<file path="src/rtl/rf_acq_sequencer.sv">
// Frame sequencer for the 4-channel RF sample source: per-line address realign, throttled read strobes,
// sample tagging. Optional inter-line gap state is enabled by defining RF_SEQ_LINE_GAP_EN.
module rf_acq_sequencer #(
  parameter int SAMPLE_W    = 16,
  parameter int LINE_W      = 8,
  parameter int SRC_LATENCY = 1,
  parameter int MAX_SAMPLES = 24100
) (
  input  logic                clk,
  input  logic                reset,
  input  logic                start,
  input  logic                abort,
  input  logic [SAMPLE_W-1:0] num_samples,
  input  logic [LINE_W-1:0]   num_lines,
`ifdef RF_SEQ_LINE_GAP_EN
  input  logic [SAMPLE_W-1:0] gap_cycles,
`endif
  input  logic                out_ready,
  output logic                src_reset,
  output logic                inc_count,
  output logic                sample_valid,
  output logic [SAMPLE_W-1:0] sample_idx,
  output logic [LINE_W-1:0]   line_idx,
  output logic                line_last,
  output logic                busy,
  output logic                done
);

  localparam logic [2:0] S_IDLE  = 3'd0;
  localparam logic [2:0] S_PRIME = 3'd1;
  localparam logic [2:0] S_RUN   = 3'd2;
  localparam logic [2:0] S_DRAIN = 3'd3;
  localparam logic [2:0] S_DONE  = 3'd4;
`ifdef RF_SEQ_LINE_GAP_EN
  localparam logic [2:0] S_GAP   = 3'd5;
`endif

  localparam logic [SAMPLE_W-1:0] MAX_NS = SAMPLE_W'(MAX_SAMPLES);

  function automatic logic [SAMPLE_W-1:0] clamp_ns(input logic [SAMPLE_W-1:0] n);
    return (n > MAX_NS) ? MAX_NS : n;
  endfunction

  logic [2:0]          state_q, state_d;
  logic [SAMPLE_W-1:0] ns_q, ns_d;
  logic [LINE_W-1:0]   nl_q, nl_d;
  logic [SAMPLE_W-1:0] issued_q, issued_d;
  logic [LINE_W-1:0]   line_q, line_d;
`ifdef RF_SEQ_LINE_GAP_EN
  logic [SAMPLE_W-1:0] gap_q, gap_d;
  logic [SAMPLE_W-1:0] gcnt_q, gcnt_d;
`endif

  logic                vld_p_q  [SRC_LATENCY];
  logic [SAMPLE_W-1:0] idx_p_q  [SRC_LATENCY];
  logic [LINE_W-1:0]   lidx_p_q [SRC_LATENCY];
  logic                last_p_q [SRC_LATENCY];

  logic                abort_hit;
  logic                pending;
  logic                last_issue;
  logic                more_lines;
  logic [SAMPLE_W-1:0] start_ns;

  assign abort_hit  = abort && (state_q != S_IDLE);
  assign last_issue = (issued_q == (ns_q - SAMPLE_W'(1)));
  assign more_lines = (({1'b0, line_q} + (LINE_W+1)'(1)) < {1'b0, nl_q});
  assign start_ns   = clamp_ns(num_samples);

  // Strobe follows out_ready combinationally so backpressure takes effect in the same cycle.
  assign inc_count = (state_q == S_RUN) && out_ready && (issued_q < ns_q) && !abort;

  // Samples still travelling toward the output stage; the output stage itself is being emitted now.
  always_comb begin
    pending = 1'b0;
    for (int i = 0; i < SRC_LATENCY - 1; i++) begin
      pending = pending | vld_p_q[i];
    end
  end

  always_comb begin
    state_d  = state_q;
    ns_d     = ns_q;
    nl_d     = nl_q;
    issued_d = issued_q;
    line_d   = line_q;
`ifdef RF_SEQ_LINE_GAP_EN
    gap_d    = gap_q;
    gcnt_d   = gcnt_q;
`endif
    case (state_q)
      S_IDLE: begin
        if (start) begin
          ns_d   = start_ns;
          nl_d   = num_lines;
          line_d = '0;
`ifdef RF_SEQ_LINE_GAP_EN
          gap_d  = gap_cycles;
`endif
          state_d = ((start_ns == '0) || (num_lines == '0)) ? S_DONE : S_PRIME;
        end
      end
      S_PRIME: begin
        issued_d = '0;
        state_d  = S_RUN;
      end
      S_RUN: begin
        if (inc_count) begin
          issued_d = issued_q + SAMPLE_W'(1);
          if (last_issue) state_d = S_DRAIN;
        end
      end
      S_DRAIN: begin
        if (!pending) begin
          if (more_lines) begin
            line_d = line_q + LINE_W'(1);
`ifdef RF_SEQ_LINE_GAP_EN
            if (gap_q != '0) begin
              gcnt_d  = gap_q;
              state_d = S_GAP;
            end else begin
              state_d = S_PRIME;
            end
`else
            state_d = S_PRIME;
`endif
          end else begin
            state_d = S_DONE;
          end
        end
      end
`ifdef RF_SEQ_LINE_GAP_EN
      S_GAP: begin
        gcnt_d = gcnt_q - SAMPLE_W'(1);
        if (gcnt_q == SAMPLE_W'(1)) state_d = S_PRIME;
      end
`endif
      S_DONE:  state_d = S_IDLE;
      default: state_d = S_IDLE;
    endcase
    if (abort_hit) state_d = S_IDLE;
  end

  always_ff @(posedge clk) begin
    if (reset) begin
      state_q  <= S_IDLE;
      ns_q     <= '0;
      nl_q     <= '0;
      issued_q <= '0;
      line_q   <= '0;
`ifdef RF_SEQ_LINE_GAP_EN
      gap_q    <= '0;
      gcnt_q   <= '0;
`endif
    end else begin
      state_q  <= state_d;
      ns_q     <= ns_d;
      nl_q     <= nl_d;
      issued_q <= issued_d;
      line_q   <= line_d;
`ifdef RF_SEQ_LINE_GAP_EN
      gap_q    <= gap_d;
      gcnt_q   <= gcnt_d;
`endif
    end
  end

  // Valid delay pipe matching the source read latency; abort drops everything in flight.
  always_ff @(posedge clk) begin
    if (reset || abort_hit) begin
      for (int i = 0; i < SRC_LATENCY; i++) vld_p_q[i] <= 1'b0;
    end else begin
      vld_p_q[0] <= inc_count;
      for (int i = 1; i < SRC_LATENCY; i++) vld_p_q[i] <= vld_p_q[i-1];
    end
  end

  always_ff @(posedge clk) begin
    if (reset) begin
      for (int i = 0; i < SRC_LATENCY; i++) begin
        idx_p_q[i]  <= '0;
        lidx_p_q[i] <= '0;
        last_p_q[i] <= 1'b0;
      end
    end else begin
      idx_p_q[0]  <= issued_q;
      lidx_p_q[0] <= line_q;
      last_p_q[0] <= inc_count && last_issue;
      for (int i = 1; i < SRC_LATENCY; i++) begin
        idx_p_q[i]  <= idx_p_q[i-1];
        lidx_p_q[i] <= lidx_p_q[i-1];
        last_p_q[i] <= last_p_q[i-1];
      end
    end
  end

  assign sample_valid = vld_p_q[SRC_LATENCY-1];
  assign sample_idx   = idx_p_q[SRC_LATENCY-1];
  assign line_idx     = lidx_p_q[SRC_LATENCY-1];
  assign line_last    = vld_p_q[SRC_LATENCY-1] && last_p_q[SRC_LATENCY-1];
  assign src_reset    = (state_q == S_PRIME);
  assign busy         = (state_q != S_IDLE);
  assign done         = (state_q == S_DONE);

endmodule

</file>
<file path="config.mk">
export PLATFORM = sky130hd
export DESIGN_NAME = rf_acq_sequencer
export DESIGN_NICKNAME = d
export VERILOG_FILES = /design/src/rtl/rf_acq_sequencer.sv
export SDC_FILE = /design/constraint.sdc
export NUM_CORES = 1
export LEC_CHECK = 0
export ABC_AREA = 0
export CAP_MARGIN = 5
export CORE_UTILIZATION = 50
export DETAILED_ROUTE_END_ITERATION = 8
export PLACE_DENSITY = 0.74
export SLEW_MARGIN = 40
export SYNTH_ARGS = -nofsm -noshare
export SYNTH_HDL_FRONTEND = slang
export SYNTH_SLANG_ARGS = --single-unit
</file>
<file path="constraint.sdc">
create_clock -name clk -period 3.2 [get_ports clk]
set_input_delay 0.48 -clock clk [delete_from_list [all_inputs] [get_ports clk]]
set_output_delay 0.48 -clock clk [all_outputs]
set_load 0.02 [all_outputs]
</file>
Word level (Yosys, flattened, before mapping):

Memory sizes are Yosys's and may differ from the RTL's.
Index checks and enable logic that the tools add are counted.

* bitwise operators: 0
* multiply operators: 0
* $add $sub $neg: 4
* magnitude comparators: 3
* eq/ne operators: 9
* shift operators: 0
* div/mod/pow operators: 0
* reductions and logical operators: 24
* multiplexer cells: 26

Operators with widths (number)
* 2-to-1 mux 16 bit: 3
* case mux 16 bit (2 select lines): 1
* 2-to-1 mux 8 bit: 3
* adder 16 x 1 -> 16 bit (second input constant): 1
* equality test 16 bit: 1
* greater-than comparator 16 x 15 -> 1 bit (second input constant): 1
* logical NOT 16 bit: 1
* less-than comparator 16 bit: 1
* case mux 8 bit (2 select lines): 1
* OR reduction 16 bit: 1
* subtractor 16 x 1 -> 16 bit (second input constant): 1
* 2-to-1 mux 3 bit: 5
* 2-to-1 mux 1 bit: 12
* case mux 3 bit (4 select lines): 1
* adder 8 x 1 -> 9 bit (second input constant): 1
* less-than comparator 9 x 8 -> 1 bit: 1
* adder 8 x 1 -> 8 bit (second input constant): 1
* logical NOT 8 bit: 1
* inequality test 2 bit (second input constant): 4
* OR reduction 8 bit: 1
* equality test 3 x 2 -> 1 bit (second input constant): 2
* logical AND 1 bit: 6
* AND reduction 3 bit: 2
* AND reduction 2 bit: 2
* other kinds (9): 12

* input bits: 29
* output and inout port bits: 30
* bits in latches: 0
* memories: 4
* bits in writable memories: 26
* ROM bits: 0
* flip-flop bits (word level): 51
* logic and storage cells: 75

Memories
* idx_p_q: depth 1, bits a word 16, read ports 1, clocked after Yosys merged registers in 0, write ports 1, line 55 `logic [SAMPLE_W-1:0] idx_p_q [SRC_LATENCY];`
* lidx_p_q: depth 1, bits a word 8, read ports 1, clocked after Yosys merged registers in 0, write ports 1, line 56 `logic [LINE_W-1:0] lidx_p_q [SRC_LATENCY];`
* last_p_q: depth 1, bits a word 1, read ports 1, clocked after Yosys merged registers in 0, write ports 1, line 57 `logic last_p_q [SRC_LATENCY];`
* vld_p_q: depth 1, bits a word 1, read ports 1, clocked after Yosys merged registers in 0, write ports 1, line 54 `logic vld_p_q [SRC_LATENCY];`

Depth between registers and ports, before layout:

* word-level depth: 7
* depth in mapped cells: 12

Worst setup path after synthesis:

OpenSTA, ideal clock, no wires.

* path type: reg-to-reg
* start point: register line_q[0]
* end point: register line_q[2]
* stages on the path, launching flop included: 13
* slack: 0.480 ns
* arrival time: 2.634 ns
* data required time: 3.114 ns
* setup time: 0.086 ns
* cells stage by stage: dfxtp_1 > ha_1 > nand3_1 > nor2_1 > xor2_1 > ha_1 > a21o_1 > a21oi_1 > o21ai_0 > nor4b_1 > clkbuf_1 > a21oi_1 > a211oi_1

* word-level cells in the longest chain between the ends: 4

Ends and longest elaborated chain
* from (decl): line 48 `logic [LINE_W-1:0] line_q, line_d;`
* from (signal assigned): line 160 `line_q <= line_d;`
* adder 8 x 1 -> 9 bit: line 67 `assign more_lines = (({1'b0, line_q} + (LINE_W+1)'(1)) < {1'b0, nl_q});`
* less-than comparator 9 x 8 -> 1 bit: line 67
* inequality test 2 bit (no source line)
* AND reduction 3 bit (no source line)

Several ways; a longest one is shown, not always the timed one. The select of a mux whose other input is x is not followed.
A chain may end at the register's enable or synchronous reset.

Worst setup path in the final report:

* start point: register ns_q[1]
* end point: output inc_count

* word-level cells in the longest chain between the ends: 3

Ends and longest elaborated chain
* from (decl): line 45 `logic [SAMPLE_W-1:0] ns_q, ns_d;`
* from (signal assigned): line 157 `ns_q <= ns_d;`
* less-than comparator 16 bit: line 71 `assign inc_count = (state_q == S_RUN) && out_ready && (issued_q < ns_q) && !abort;`
* logical AND 1 bit (2 in a row): line 71
* to (decl): line 20 `output logic inc_count,`

No other way between the ends.

==> qor.txt <==
root buffer cell: clkbuf_8
ant diodes: 0
most used cell, CP: inv_1
start of the worst register-to-register path: line_q[0]$_SDFFE_PP0P_
HPWL Detailed: 6.882 mm
total CTS buffers: 9
antenna-violating nets left: 0
final setup fails: 0
initial antenna violation count: 0
CP Capture Type: output port
DRT Pass-1 Iters: 5
P_leak: 0.001875 uW
Port Buf Inserts: 58
Layout Area Growth over Synthesis: 22.95%
DR vias: 3518
mux cell area share after synthesis: 0.004995
Synth Area in XOR/XNOR: 0.08523
WL/cell: 13.59 um
PD cells: 430.9 nW/um^2
Placed Area: 4706 um^2
largest family of logic cells by synthesized area: simple AND/OR/NAND/NOR gates
die area: 8377 um^2
#FFs+latches synth: 77
commonest non-fill, non-tap cells in the layout: dfxtp_1 (77), nor2_1 (57), clkdlybuf4s50_1 (57)
Peak VDD IR: 0.0002054 V
Max Buffers Root-to-Sink: 2
Sw Pwr: 561.8 uW
htree depth: 3
clk slew on worst S/H paths: 0.09 ns
CTS tree: done
Vias/cell: 5.387
Tcrit/Tclk final: 0.9463
post-route insts no fill: 653
largest net degree at the start of global routing: 37
Comb power frac: 0.149
Synth Area in Simple Gates: 0.2644
Cell Area, Synth: 4008 um^2
minimum clock period: 3.028 ns
layout cell share with drive strength beyond 1: 0.06715
final slew viol count: 0
total of max-cap violations: 0
Sequential Power Share: 0.476
CTS sink cnt: 77
adder-cell area share of the yosys netlist: 0.08117
standard-cell rows: 32
Design Area, Final: 4927 um^2
cells after synthesis: 487
drt total wl: 8.877 mm
crit path buf inv count: 3
Final GP Congestion: 0.8447
Hold Crit Class: reg2reg
DR DRC count: 0
Starting Density: 0.5186
Total GRT Usage: 0.2311
Die Ht: 91.53 um
crit-path cells: inv_1 > ha_1 > nor2b_1 > o211ai_1 > a2111o_1 > nand3_1 > inv_1 > clkdlybuf4s50_1
clock latency on the worst-skew pair: 0.35 ns
register area share after synthesis: 0.3846
Mapped Avg Cell Area: 8.229 um^2
Tot Pwr: 2123 uW
Setup Skew: 0.01482 ns
crit path max-delay cell type: clkdlybuf4s50_1
RSZ-0062 raised after global routing: false
Worst setup SP type: flip-flop
fin nets: 601
Crit path arrival time: 2.55 ns
crit path launch: ns_q[1]$_SDFFE_PP0P_
vias in the first global route: 3297
internal cell power: 1562 uW
Switching Share: 0.2646
setup TNS: 0 ns
slowest stage delay, CP: 0.61 ns
Crit path max-delay family: buffers and inverters
Post-Syn Nets: 542
Synth Area in Compound Gates: 0.1286
initial detailed-routing violation count: 191
Clk pwr share: 0.376
Critical Path RT: 2.72 ns
actual slew at the worst max-slew pin: 0.5913 ns
core area: 7727 um^2
placed insts: 637
Peak Freq: 330.2 MHz
number of hold buffers added after cts: 0
Max-slew headroom: 0.6022
Post-synth EDFFs: 0
ys async rst share: 0
Distinct cells, synth: 50
Critical Path Fanout Max: 6
min-delay src: nl_q[0]$_SDFFE_PP0P_
YS warnings: 0
I/O Pins: 59
status: completed
leading cell type in the layout, fill and taps excluded: dfxtp_1
top_reg_cell synth: dfxtp_1
first-pass GRT wire length: 15.34 mm
die width: 91.53 um
final hold viol count: 0
CP Class: reg2out
GR Overflow Total: 0
-- state kept, by name (all words and copies together), names as in the netlist --
name and cells:
last_p_q 1, idx_p_q 16, issued_q 16, lidx_p_q 8, line_q 8, nl_q 8, state_q 3, ns_q 16
vld_p_q 1
-- cells by family (layout without fill, tap and decap cells) --
| kind of cell | count (synthesis) | in the layout |
|---|---|---|
| XOR/XNOR | 39 | 39 |
| adder cells (fa/ha/maj) | 26 | 26 |
| multiplexers | 2 | 2 |
| buffers and inverters | 54 | 118 |
| AO/OA/AOI/OAI | 80 | 80 |
| AND/OR/NAND/NOR | 209 | 209 |
| flip-flops | 77 | 77 |
-- power groups by stage --
stage	Clock, uW	Sequential [uW]	Combinational (uW)
detailed placement	0	1030	313
global route	858	1010	354
floorplan	0	1020	220
global placement	0	1030	304
finish	798	1010	316
CTS	812	1010	315
-- worst paths after layout --
| check | depth (start not counted) | slack (ns) | endpoint |
|---|---|---|---|
| worst max register to register | 13 | 0.23 | line_q[5]$_SDFFE_PP0P_ |
| worst min register to register | 2 | 0.46 | nl_q[0]$_SDFFE_PP0P_ |
| worst max-delay path | 8 | 0.17 | inc_count |
| worst min-delay path | 2 | 0.46 | nl_q[0]$_SDFFE_PP0P_ |
-- metrics by stage --
| step | util | hold slack, ns | setup slack [ns] |
|---|---|---|---|
| after floorplan | - | 0.4330 | 0.4804 |
| after global placement | 0.6090 | 0.4441 | 0.2959 |
| after detailed placement | 0.6090 | 0.4468 | 0.2669 |
| after CTS | 0.6367 | 0.4589 | 0.09636 |
| after global routing | 0.6376 | 0.4794 | 0.002512 |
| final | 0.6376 | 0.4635 | 0.1718 |
-- layout make-up --
| cell class | instances | area [um^2] |
|---|---|---|
| Inverter | 35 | 131.4 |
| Clock buffer | 10 | 127.6 |
| Tap cell | 102 | 127.6 |
| Multi-Input combinational cell | 356 | 2270 |
| Sequential cell | 77 | 1541 |
| Clock inverter | 6 | 86.33 |
| Timing Repair Buffer | 67 | 643.1 |
| Fill cell | 695 | 2800 |
-- layer usage --
layer,wire (um),vias to the layer above,track usage,part of all wire
met4,91,0,0.08201,0.010
met3,481,11,0.03601,0.054
li1,-,1814,-,-
met1,4407,1603,0.3273,0.50
met5,0,-,0,0
met2,3897,90,0.3540,0.44
-- tightest hold or removal path, cell delays in order, from the launching register on --
cell and delay (ns):
dfxtp_1 0.32, nand2_1 0.05, a21oi_1 0.05
-- synthesized netlist by cell type (all sizes together) (7+ instances only) --
cell type  number  area, um^2
dfxtp          77        1541
nor2           58       217.7
nand2          39       146.4
inv            35       131.4
a21oi          30       150.1
ha             26       325.3
xnor2          26       227.7
nor2b          22       137.6
nand3          21       105.1
nor3           20       105.1
clkbuf         18       67.56
a211oi         13       102.6
xor2           13       113.9
o21ai          11       55.05
a22oi          10       75.07
nand4          10       62.56
nor4            9       62.56
or3             7       43.79
-- what timing repair did --
item | 4_1_cts | 5_1_grt
setup endpoints to repair | 0 | 5
gates resized for setup | 0 | 2
buffers inserted | 0 | 0
Note: power is estimated with default switching activity, not from simulation.
